File: src/rtl/ipmxb_qsgmii_hsst_lane_powerdown_v1_0.sv
// HSST lane power-down / restart sequencer.
// Takes ownership of the lane PD/RST pins on a user request or on PLL loss.
// It asserts reset first, then power-down, and acknowledges once the lane is off.
// On release it hands the lane back to the power-up block by restarting that block.
module ipmxb_qsgmii_hsst_lane_powerdown_v1_0 #(
    parameter int    FREE_CLOCK_FREQ = 100,
    parameter string PLL_LOSS_EN     = "TRUE",
    parameter int    RELEASE_CYCLES  = 4
) (
    input  logic clk,
    input  logic rst_n,
    input  logic i_pd_req,
    input  logic i_pll_done,
    output logic o_override,
    output logic o_lane_pd,
    output logic o_lane_rst,
    output logic o_pu_restart,
    output logic o_pd_ack,
    output logic o_pll_lost,
    output logic o_busy
);

    localparam int RstHold = 2 * (1 * FREE_CLOCK_FREQ);
`ifdef IPML_HSST_SPEEDUP_SIM
    localparam int PdSettle = 2 * (1 * FREE_CLOCK_FREQ);
`else
    localparam int PdSettle = 2 * (40 * FREE_CLOCK_FREQ);
`endif

    localparam logic [13:0] RstHoldLast  = 14'(RstHold - 1);
    localparam logic [13:0] PdSettleLast = 14'(PdSettle - 1);
    localparam logic [13:0] ReleaseLast  = 14'(RELEASE_CYCLES - 1);
    localparam logic        LossEn       = (PLL_LOSS_EN == "TRUE");

    localparam logic [2:0] StActive  = 3'd0;
    localparam logic [2:0] StRstOn   = 3'd1;
    localparam logic [2:0] StPdOn    = 3'd2;
    localparam logic [2:0] StDown    = 3'd3;
    localparam logic [2:0] StRelease = 3'd4;

    logic [2:0]  state_q, state_d;
    logic [13:0] cnt_q, cnt_d;
    logic        pll_lost_d;
    logic        pll_meta_q, pll_sync_q, pll_prev_q;
    logic        pll_lost_evt;

    // Two-flop synchroniser for the asynchronous PLL-done flag, plus one delay for edge detection.
    always_ff @(posedge clk or negedge rst_n) begin
        if (!rst_n) begin
            pll_meta_q <= 1'b0;
            pll_sync_q <= 1'b0;
            pll_prev_q <= 1'b0;
        end else begin
            pll_meta_q <= i_pll_done;
            pll_sync_q <= pll_meta_q;
            pll_prev_q <= pll_sync_q;
        end
    end

    assign pll_lost_evt = LossEn && pll_prev_q && !pll_sync_q;

    // Next-state, dwell counter and loss-flag logic.
    always_comb begin
        state_d    = state_q;
        cnt_d      = cnt_q;
        pll_lost_d = o_pll_lost;
        case (state_q)
            StActive: begin
                if (i_pd_req || pll_lost_evt) begin
                    state_d    = StRstOn;
                    cnt_d      = '0;
                    pll_lost_d = pll_lost_evt;
                end
            end
            StRstOn: begin
                if (cnt_q == RstHoldLast) begin
                    state_d = StPdOn;
                    cnt_d   = '0;
                end else begin
                    cnt_d = cnt_q + 14'd1;
                end
            end
            StPdOn: begin
                if (cnt_q == PdSettleLast) begin
                    state_d = StDown;
                    cnt_d   = '0;
                end else begin
                    cnt_d = cnt_q + 14'd1;
                end
            end
            StDown: begin
                // A loss-triggered sequence holds the lane down until the PLL locks again.
                if (!(i_pd_req || (o_pll_lost && !pll_sync_q))) begin
                    state_d = StRelease;
                    cnt_d   = '0;
                end
            end
            StRelease: begin
                if (cnt_q == ReleaseLast) begin
                    state_d    = StActive;
                    cnt_d      = '0;
                    pll_lost_d = 1'b0;
                end else begin
                    cnt_d = cnt_q + 14'd1;
                end
            end
            default: begin
                state_d    = StActive;
                cnt_d      = '0;
                pll_lost_d = 1'b0;
            end
        endcase
    end

    // State, counter and registered outputs decoded from the next state.
    always_ff @(posedge clk or negedge rst_n) begin
        if (!rst_n) begin
            state_q      <= StActive;
            cnt_q        <= '0;
            o_override   <= 1'b0;
            o_lane_rst   <= 1'b0;
            o_lane_pd    <= 1'b0;
            o_pu_restart <= 1'b0;
            o_pd_ack     <= 1'b0;
            o_pll_lost   <= 1'b0;
            o_busy       <= 1'b0;
        end else begin
            state_q      <= state_d;
            cnt_q        <= cnt_d;
            o_override   <= (state_d != StActive);
            o_lane_rst   <= (state_d != StActive);
            // Release keeps pd/rst high so the pin mux switches to the restarted
            // power-up block, which also drives pd=1/rst=1, without a glitch.
            o_lane_pd    <= (state_d == StPdOn) || (state_d == StDown) || (state_d == StRelease);
            o_pu_restart <= (state_d != StActive);
            o_pd_ack     <= (state_d == StDown);
            o_pll_lost   <= pll_lost_d;
            o_busy       <= (state_d != StActive);
        end
    end

endmodule

File: config.mk
export PLATFORM = sky130hd
export DESIGN_NAME = ipmxb_qsgmii_hsst_lane_powerdown_v1_0
export DESIGN_NICKNAME = d
export VERILOG_FILES = /design/src/rtl/ipmxb_qsgmii_hsst_lane_powerdown_v1_0.sv
export SDC_FILE = /design/constraint.sdc
export NUM_CORES = 1
export LEC_CHECK = 0
export CAP_MARGIN = 20
export CORE_ASPECT_RATIO = 1.75
export CORE_MARGIN = 1
export CORE_UTILIZATION = 35
export CTS_CLUSTER_SIZE = 16
export DETAILED_ROUTE_END_ITERATION = 8
export GPL_TIMING_DRIVEN = 0
export SYNTH_ARGS = -nofsm -noshare
export SYNTH_HDL_FRONTEND = slang
export SYNTH_SLANG_ARGS = --single-unit
File: constraint.sdc
create_clock -name clk -period 2.3 [get_ports clk]
set_input_delay 0.46 -clock clk [delete_from_list [all_inputs] [get_ports clk]]
set_output_delay 0.46 -clock clk [all_outputs]
set_load 0.05 [all_outputs]
# Word level (Yosys, flattened, before mapping)
# Cells that the tools add are included.
# totals
reg_bits,24
out_inout_bits,7
elab_cells,51
input_bits,4
# op_classes
n_reduce_logical,12
bitwise,1
eq_ne,13
n_mux,15
addsub,1
# ops
operator,n
14-bit two-way mux,5
14-bit case mux with 5 select lines,1
3-bit two-way mux,5
3-bit case mux with 5 select lines,1
14-bit by 1-bit adder with 14-bit output (second input constant),1
14-bit by 13-bit == test with 1-bit output (second input constant),1
14-bit by 2-bit == test with 1-bit output (second input constant),1
14-bit by 8-bit == test with 1-bit output (second input constant),1
3-bit by 2-bit == test with 1-bit output (second input constant),4
3-bit == test (second input constant),2
2-bit != test (second input constant),3
1-bit logical OR,4
3-bit by 1-bit == test with 1-bit output (second input constant),1
3-bit zero test,1
1-bit case mux with 3 select lines,1
3-bit AND reduction,1
3-bit nonzero test,1
3-bit OR reduction,1
1-bit logical AND,2
1-bit two-way mux,2
2-bit AND reduction,1
1-bit zero test,1
1-bit NOT,1

# Longest topological paths before layout
# Gate-level depths: netlist of run 1.
# logic_depth
word_depth,8
depth_mapped,7
ltp_nobuf,6

# Worst setup path before layout of run 1
# No wires, ideal clock.
# synth_timing
path_kind,register to register
from,register o_pll_lost
to,register cnt_q[12]
stages_incl_launch_ff,6
n_path_buf,0
path_slack_ps,459
arrival_ps,1764
period_less_slack_ps,1841
cell_sequence,dfrtp_1 -> nand2b_1 -> a21oi_2 -> or2_4 -> or4_1 -> a21oi_1
# synth_via
elab_chain_len,4
# synth_rtl
element,line_no,text
start: declaration,19,"output logic o_pll_lost,"
start signal: assignment,137,o_pll_lost <= pll_lost_d;
1-bit logical AND,93,if (!(i_pd_req || (o_pll_lost && !pll_sync_q))) begin
1-bit logical OR,93,
2-bit != test (no source line),n/a,
2-bit AND reduction (no source line),n/a,
end signal: assignment,129,cnt_q <= cnt_d;
end: declaration,42,"logic [13:0] cnt_q, cnt_d;"
# No other way between the ends.
# A chain may end at the register's enable or synchronous reset.

# Worst setup path after layout of run 1
# layout_timing
from,register cnt_q[0]
to,register cnt_q[12]
# layout_via
elab_chain_len,3
# layout_rtl
element,line_no,text
14-bit by 1-bit adder with 14-bit output (tied with other cells),"80, 88, 104",
14-bit two-way mux (on tied branches),"99, 76, 84",
14-bit case mux with 5 select lines *,67,case (state_q)
# Mark *: on every way between the ends. The rest lies on a longest branch, timed or not.

==> qor.csv, run 1 <==
stage;metric;value;unit
status;outcome;completed;
yosys;post-synthesis async set-or-reset flop share;100.0;%
yosys;Post-Syn Instances;131;
floorplan;Core Box Area;0.003592;mm^2
yosys;Cell variety after synth;39;
setup_path;Cell Chain, Critical Path;ha_1, nor4b_2, nand4_1, and3_1, nor4_4, buf_6, a21oi_1;
layout;Multi-input gate area;659.4;um^2
global_routing;first-pass GRT wire length;4422;um
layout;Reg area;600.6;um^2
flow_run;max-cap violations;0;
clocking;TritonCTS clock tree;yes;
sta;Final Slew Violations;0;
yosys;syn avg cell area;10.00;um^2
sta;Slew @ Worst Pin;0.6365;ns
clocking;Worst-Skew Late Latency;0.27;ns
global_routing;initial antenna violation count;0;
layout;most common cell after layout, fill and taps aside;dfrtp_1;
floorplan;row count;29;
setup_path;CP peak stage delay;0.40;ns
clocking;clock transition at the registers of the reported paths;0.09;ns
layout;final net count;152;
floorplan;die outline width;48.25;um
placed_design;IO Port Bufs;10;
detailed_routing;Iter 0 DRT Violations;39;
layout;ANT cells;0;
layout;most frequent cells in the layout;24 x dfrtp_1, 16 x nor2_1, 12 x nand2_1;
yosys;syn nets;136;
pwr;leakage;0.6541;nW
placed_design;Placement Setup Slack;-0.01351;ns
sta;setup slack after layout;0.2581;ns
clocking;CTS H-tree lvls;1;
sta;hold violation count in the final report;0;
placed_design;DP Wirelength;1975;um
clocking;total CTS buffers;3;
clocking;clock sink count;24;
setup_path;Arrival @ worst endpoint;2.20;ns
detailed_routing;1st-pass router iterations;4;
layout;fin util;43.43;%
clocking;Hold Buf Count CTS;0;
placed_design;RePlAce Congestion;0.8220;
floorplan;Starting Density;36.47;%
detailed_routing;vias per cell;5.391;
clocking;Root Driver;clkbuf_8;
sta;fin crit share;88.78;%
yosys;YS warnings;0;
sta;fin crit period;2.042;ns
setup_path;CP top delay family;simple AND/OR/NAND/NOR gates;
layout;area delta synth->final;19.10;%
detailed_routing;wirelength, routed;2685;um
sta;clk_skew;0.005693;ns
detailed_routing;via count;1035;
global_routing;largest net degree at the start of global routing;25;
yosys;number of synthesized flops with an enable pin;0;
detailed_routing;antenna-violating nets left;0;
setup_path;Setup crit start kind;register;
global_routing;vias in the first global route;1048;
floorplan;Die Area;0.004001;mm^2
detailed_routing;Routed WL per cell;13.98;um
setup_path;worst endpoint required time;2.46;ns
clocking;worst-case clock buffer depth;2;
global_routing;gr usage total;15.07;%
setup_path;Crit. End Element;register;
layout;Fillers;332;
floorplan;chip height;82.93;um
yosys;Seq/Total Area, Yosys;45.85;%
yosys;ys flop type;dfrtp_1;
sta;Finish-stage setup viols;0;
setup_path;crit path max fanout;10;
min_path;worst hold path type;register to register;
pwr;pwr dens;800.5;mW/mm^2
sta;max_slew headroom;57.44;%
setup_path;Crit Path Class;register to register;
yosys;post-synthesis instance area;0.001310;mm^2
setup_path;Crit path buffers/inverters;1;
sta;setup TNS;0;ns
layout;share of layout cells above drive strength 1;13.70;%
sta;f_max;0.4897;GHz
sta;RSZ-0062 raised after global routing;false;
setup_path;CP max stage cell;dfrtp_1;
floorplan;IO Count;11;
pwr;Peak VDD IR;0.0003573;V
global_routing;GRT Residual Overflow;0;
yosys;post-synthesis register bit count;24;
detailed_routing;Post-route DRC;0;
-- stage by stage --
step           power, mW  hold slack (ns)  cell area [um^2]  instances
2_1_floorplan     0.7794           0.1644              1310        131
3_3_place_gp      0.8624           0.3327              1468        187
3_5_place_dp      0.8766           0.3448              1468        187
4_1_cts            1.250           0.3658              1539        191
5_1_grt            1.322           0.3757              1560        192
6_report           1.249           0.3624              1560        192
-- cell type report --
type                    count  area share [%]
plain buffers               6           3.127
clock buffers               3           2.646
clock inverters             1           1.925
inverters                   2          0.4812
multi-input cells          99           42.26
flip-flops and latches     24           38.49
well taps                  46           3.689
repair buffers             11           7.378
-- sequential cells by signal (all words and copies together), names as in the netlist --
name and count:
o_pll_lost 1, pll_sync_q 1, state_q 3, o_busy 1, o_pd_ack 1, pll_prev_q 1
cnt_q 14, pll_meta_q 1, o_lane_pd 1
-- worst paths after layout --
check	endpoint	from	depth (start not counted)	slack (ns)
setup / recovery	cnt_q[12]$_DFFE_PN0P_	cnt_q[0]$_DFFE_PN0P_	7	0.26
hold / removal	pll_sync_q$_DFF_PN0_	pll_meta_q$_DFF_PN0_	0	0.36
setup reg to reg	cnt_q[12]$_DFFE_PN0P_	cnt_q[0]$_DFFE_PN0P_	7	0.26
hold reg to reg	pll_sync_q$_DFF_PN0_	pll_meta_q$_DFF_PN0_	0	0.36
max in group asynchronous	o_busy$_DFF_PN0_	rst_n	2	1.22
min in group asynchronous	cnt_q[9]$_DFFE_PN0P_	rst_n	1	0.58
-- synthesized netlist by cell type (2+ instances only) --
| master | number | area share [%] |
|---|---|---|
| dfrtp_1 | 24 | 46 |
| nor2_1 | 16 | 4.6 |
| nand2_1 | 12 | 3.4 |
| xnor2_1 | 7 | 4.7 |
| nand4_1 | 6 | 2.9 |
| and3_1 | 5 | 2.4 |
| nor3_1 | 5 | 1.9 |
| mux2i_1 | 4 | 3.1 |
| nand3_1 | 4 | 1.5 |
| nor4_1 | 4 | 1.9 |
| buf_4 | 3 | 1.7 |
| nor3_2 | 3 | 2.3 |
| nor4b_1 | 3 | 2.0 |
| a21oi_2 | 2 | 1.3 |
| a31oi_1 | 2 | 0.95 |
| buf_6 | 2 | 1.7 |
| inv_1 | 2 | 0.57 |
| nand2b_1 | 2 | 0.95 |
| nor2b_1 | 2 | 0.95 |
| o211ai_1 | 2 | 1.1 |
| o21ai_0 | 2 | 0.76 |
| o31ai_1 | 2 | 1.1 |
-- where the power goes --
| group | switching [mW] | internal (mW) |
|---|---|---|
| Sequential | 0.0650 | 0.480 |
| Clock | 0.140 | 0.233 |
| Combinational | 0.195 | 0.136 |
| Total | 0.400 | 0.849 |
-- logic make-up after synthesis --
logic type,after synthesis,share of synthesized area [%]
compound gates,15,8.309
xor+xnor,7,4.680
fa+ha+maj,1,0.9550
buf+inv,8,4.298
flops,24,45.85
mux,4,3.056
simple gates,72,32.86
-- per-layer routing --
layer	track usage, %	part of all wire (%)	vias up
li1	-	-	503
met3	2.609	1.7	10
met5	0	0	-
met4	8.586	3.2	0
met1	15.66	40	500
met2	25.70	56	22
-- what timing repair did --
action / 4_1_cts / 5_1_grt
buffers inserted: 0 / 0
resized for setup: 0 / 1
endpoints found under the setup margin: 0 / 10
Note: power is estimated with default switching activity, not from simulation.
==> run 2, diff against run 1 <==
Settings changed: PLACE_DENSITY_LB_ADDON set to 0.2.
==> run 2 against run 1 <==
- sequential share of layout area down 0.15 points
- worst hold slack worse by 0.0071 ns
- wire length down 1.6%
- clock skew down 0.0014 ns
- die area unchanged
- maximum frequency down 2.3%
- critical endpoint unchanged
- total power up 0.65%
- cell area up 0.40%
- largest cell class unchanged
- first-iteration DRC count down 59%
- flip-flop and latch count unchanged
==> qor.csv, run 2 (same netlist as run 1, synthesis figures left out) <==
stage;metric;value;unit;change
placed_design;Placement Setup Slack;-0.007618;ns;+0.005894 ns
clocking;clock sink count;24;;unchanged
sta;setup TNS;0;ns;unchanged
layout;max reg flops;14;;unchanged
clocking;TritonCTS clock tree;yes;;
sta;setup slack after layout;0.2108;ns;-0.04728 ns
layout;most common cell after layout, fill and taps aside;dfrtp_1;;
floorplan;Core Box Area;0.003592;mm^2;unchanged
clocking;post-CTS setup buffers;0;;unchanged
sta;fin crit period;2.089;ns;+0.04728 ns
layout;area delta synth->final;19.58;%;
layout;Biggest register;cnt_q;;
setup_path;Crit Path Class;register to register;;
detailed_routing;wirelength, routed;2643;um;-1.6%
floorplan;row count;29;;unchanged
min_path;WHS Path Cells;0;;unchanged
clocking;clock transition at the registers of the reported paths;0.09;ns;about the same
detailed_routing;Iter 0 DRT Violations;16;;-59%
layout;most frequent cells in the layout;24 x dfrtp_1, 16 x nor2_1, 12 x nand2_1;;
layout;share of layout cells above drive strength 1;13.01;%;-0.68 points
pwr;Sw Share;32.57;%;+0.50 points
detailed_routing;1st-pass router iterations;4;;unchanged
setup_path;CP peak stage delay;0.40;ns;about the same
global_routing;GRT Residual Overflow;0;;unchanged
setup_path;crit path max fanout;10;;unchanged
placed_design;DP Wirelength;1946;um;-1.5%
global_routing;vias in the first global route;1050;;+0.19%
pwr;Peak VDD IR;0.0004433;V;+24%
pwr;Sw Pwr;0.4094;mW;+2.2%
placed_design;RePlAce Congestion;0.8203;;-0.21%
sta;max_slew headroom;67.06;%;+9.6 points
sta;hold violation count in the final report;0;;unchanged
global_routing;initial antenna violation count;0;;unchanged
detailed_routing;Routed WL per cell;13.77;um;-1.6%
clocking;worst-case clock buffer depth;2;;unchanged
clocking;CTS H-tree lvls;1;;unchanged
sta;RSZ-0062 raised after global routing;false;;
placed_design;IO Port Bufs;10;;unchanged
pwr;pwr dens;802.6;mW/mm^2;+0.25%
layout;final net count;152;;unchanged
floorplan;Starting Density;36.47;%;unchanged
detailed_routing;via count;1019;;-1.5%
layout;Fillers;343;;+3.3%
min_path;worst hold path type;register to register;;
global_routing;largest net degree at the start of global routing;25;;unchanged
layout;largest registers;cnt_q x14, state_q x3;;
setup_path;Crit. End Element;register;;
status;outcome;completed;;
global_routing;gr usage total;15.27;%;+0.20 points
detailed_routing;Post-route DRC;0;;unchanged
pwr;Clk pwr share;30.3;%;+0.4 points
clocking;Hold Buf Count CTS;0;;unchanged
detailed_routing;vias per cell;5.307;;-1.5%
setup_path;r2r worst-path depth;7;;unchanged
setup_path;CP top delay family;simple AND/OR/NAND/NOR gates;;
layout;ANT cells;0;;unchanged
sta;Slew @ Worst Pin;0.4925;ns;-0.1439 ns
setup_path;Arrival @ worst endpoint;2.25;ns;+0.05 ns
clocking;total CTS buffers;3;;unchanged
setup_path;Cell Chain, Critical Path;ha_1, nor4b_1, nand4_1, and3_1, nor4_4, buf_6, a21oi_1;;
clocking;post-CTS sizing;0;;unchanged
setup_path;Setup crit start kind;register;;
pwr;Flop pwr share;43.4;%;-0.2 points
floorplan;Die Area;0.004001;mm^2;unchanged
pwr;Int Power;0.8478;mW;about the same
sta;Final Slew Violations;0;;unchanged
sta;clk_skew;0.004277;ns;-0.001417 ns
floorplan;die outline width;48.25;um;unchanged
pwr;combinational share of power;26.3;%;-0.2 points
setup_path;WP depth;7;;unchanged
setup_path;Crit path buffers/inverters;1;;unchanged
sta;fin crit share;90.84;%;+2.1 points
sta;f_max;0.4786;GHz;-2.3%
floorplan;chip height;82.93;um;unchanged
detailed_routing;antenna-violating nets left;0;;unchanged
floorplan;IO Count;11;;unchanged
setup_path;worst endpoint required time;2.46;ns;about the same
clocking;Root Driver;clkbuf_8;;
pwr;leakage;0.6577;nW;+0.54%
sta;Finish-stage setup viols;0;;unchanged
global_routing;first-pass GRT wire length;4512;um;+2.0%
setup_path;CP max stage cell;dfrtp_1;;
clocking;Worst-Skew Late Latency;0.27;ns;about the same
flow_run;max-cap violations;0;;unchanged
run 2: cell count changes in the layout (fill, tap and decap cells not counted):
cell,previous run,this run
nor4b_1,2,3
buf_16,0,1
buf_8,1,0
nor4b_2,1,0
run 2: final cells by class:
class,instances,area (um^2),area share (%)
flip-flops and latches,24,600.6,38.34
repair buffers,11,127.6,8.147
clock buffers,3,41.29,2.636
plain buffers,6,48.80,3.115
well taps,46,57.56,3.674
inverters,2,7.507,0.4792
clock inverters,1,30.03,1.917
multi-input cells,99,653.1,41.69
run 2: path summary, 6_finish.rpt:
path	slack [ns]	startpoint	to
max reg2reg	0.21	cnt_q[0]$_DFFE_PN0P_	cnt_q[12]$_DFFE_PN0P_
min in group asynchronous	0.47	rst_n	cnt_q[1]$_DFFE_PN0P_
max in group asynchronous	1.42	rst_n	o_pd_ack$_DFF_PN0_
max	0.21	cnt_q[0]$_DFFE_PN0P_	cnt_q[12]$_DFFE_PN0P_
min	0.36	pll_meta_q$_DFF_PN0_	pll_sync_q$_DFF_PN0_
min reg2reg	0.36	pll_meta_q$_DFF_PN0_	pll_sync_q$_DFF_PN0_
run 2: layer usage:
metal	global-route usage, %	wire length (um)	up-vias
met5	0	0	-
met3	2.609	61	5
met1	18.46	1122	488
met4	7.576	44	0
met2	24.36	1415	20
li1	-	-	506
run 2: worst reg2reg max path: cells and delay by family, from the launching register on:
kind | cells | cell delay, ns
buffers and inverters | 1 | 0.19
and+or+nand+nor | 4 | 1.04
adders and majority gates | 1 | 0.29
AOI/OAI and AO/OA | 1 | 0.05
DFF | 1 | 0.40
run 2: per-stage QoR:
step           std cells  utilization (%)  hold WS, ns  instance area [um^2]  power [mW]
5_1_grt              192            43.61       0.3797                  1567       1.316
2_1_floorplan        131                -       0.1644                  1310      0.7794
6_report             192            43.61       0.3553                  1567       1.257
3_3_place_gp         187            40.86       0.3328                  1468      0.8647
4_1_cts              191            42.84       0.3559                  1539       1.255
3_5_place_dp         187            40.86       0.3347                  1468      0.8805
run 2: power groups by stage:
stage | clock [mW] | sequential [mW] | combinational (mW)
2_1_floorplan | 0 | 0.564 | 0.215
3_3_place_gp | 0 | 0.548 | 0.317
3_5_place_dp | 0 | 0.552 | 0.329
4_1_cts | 0.383 | 0.544 | 0.328
5_1_grt | 0.400 | 0.555 | 0.362
6_report | 0.381 | 0.546 | 0.331
==> run 3, diff against run 2 <==
Settings changed: GPL_ROUTABILITY_DRIVEN set to 0.
==> results of run 3 <==
Final layout, timing and power as in run 2 (identical DEF).
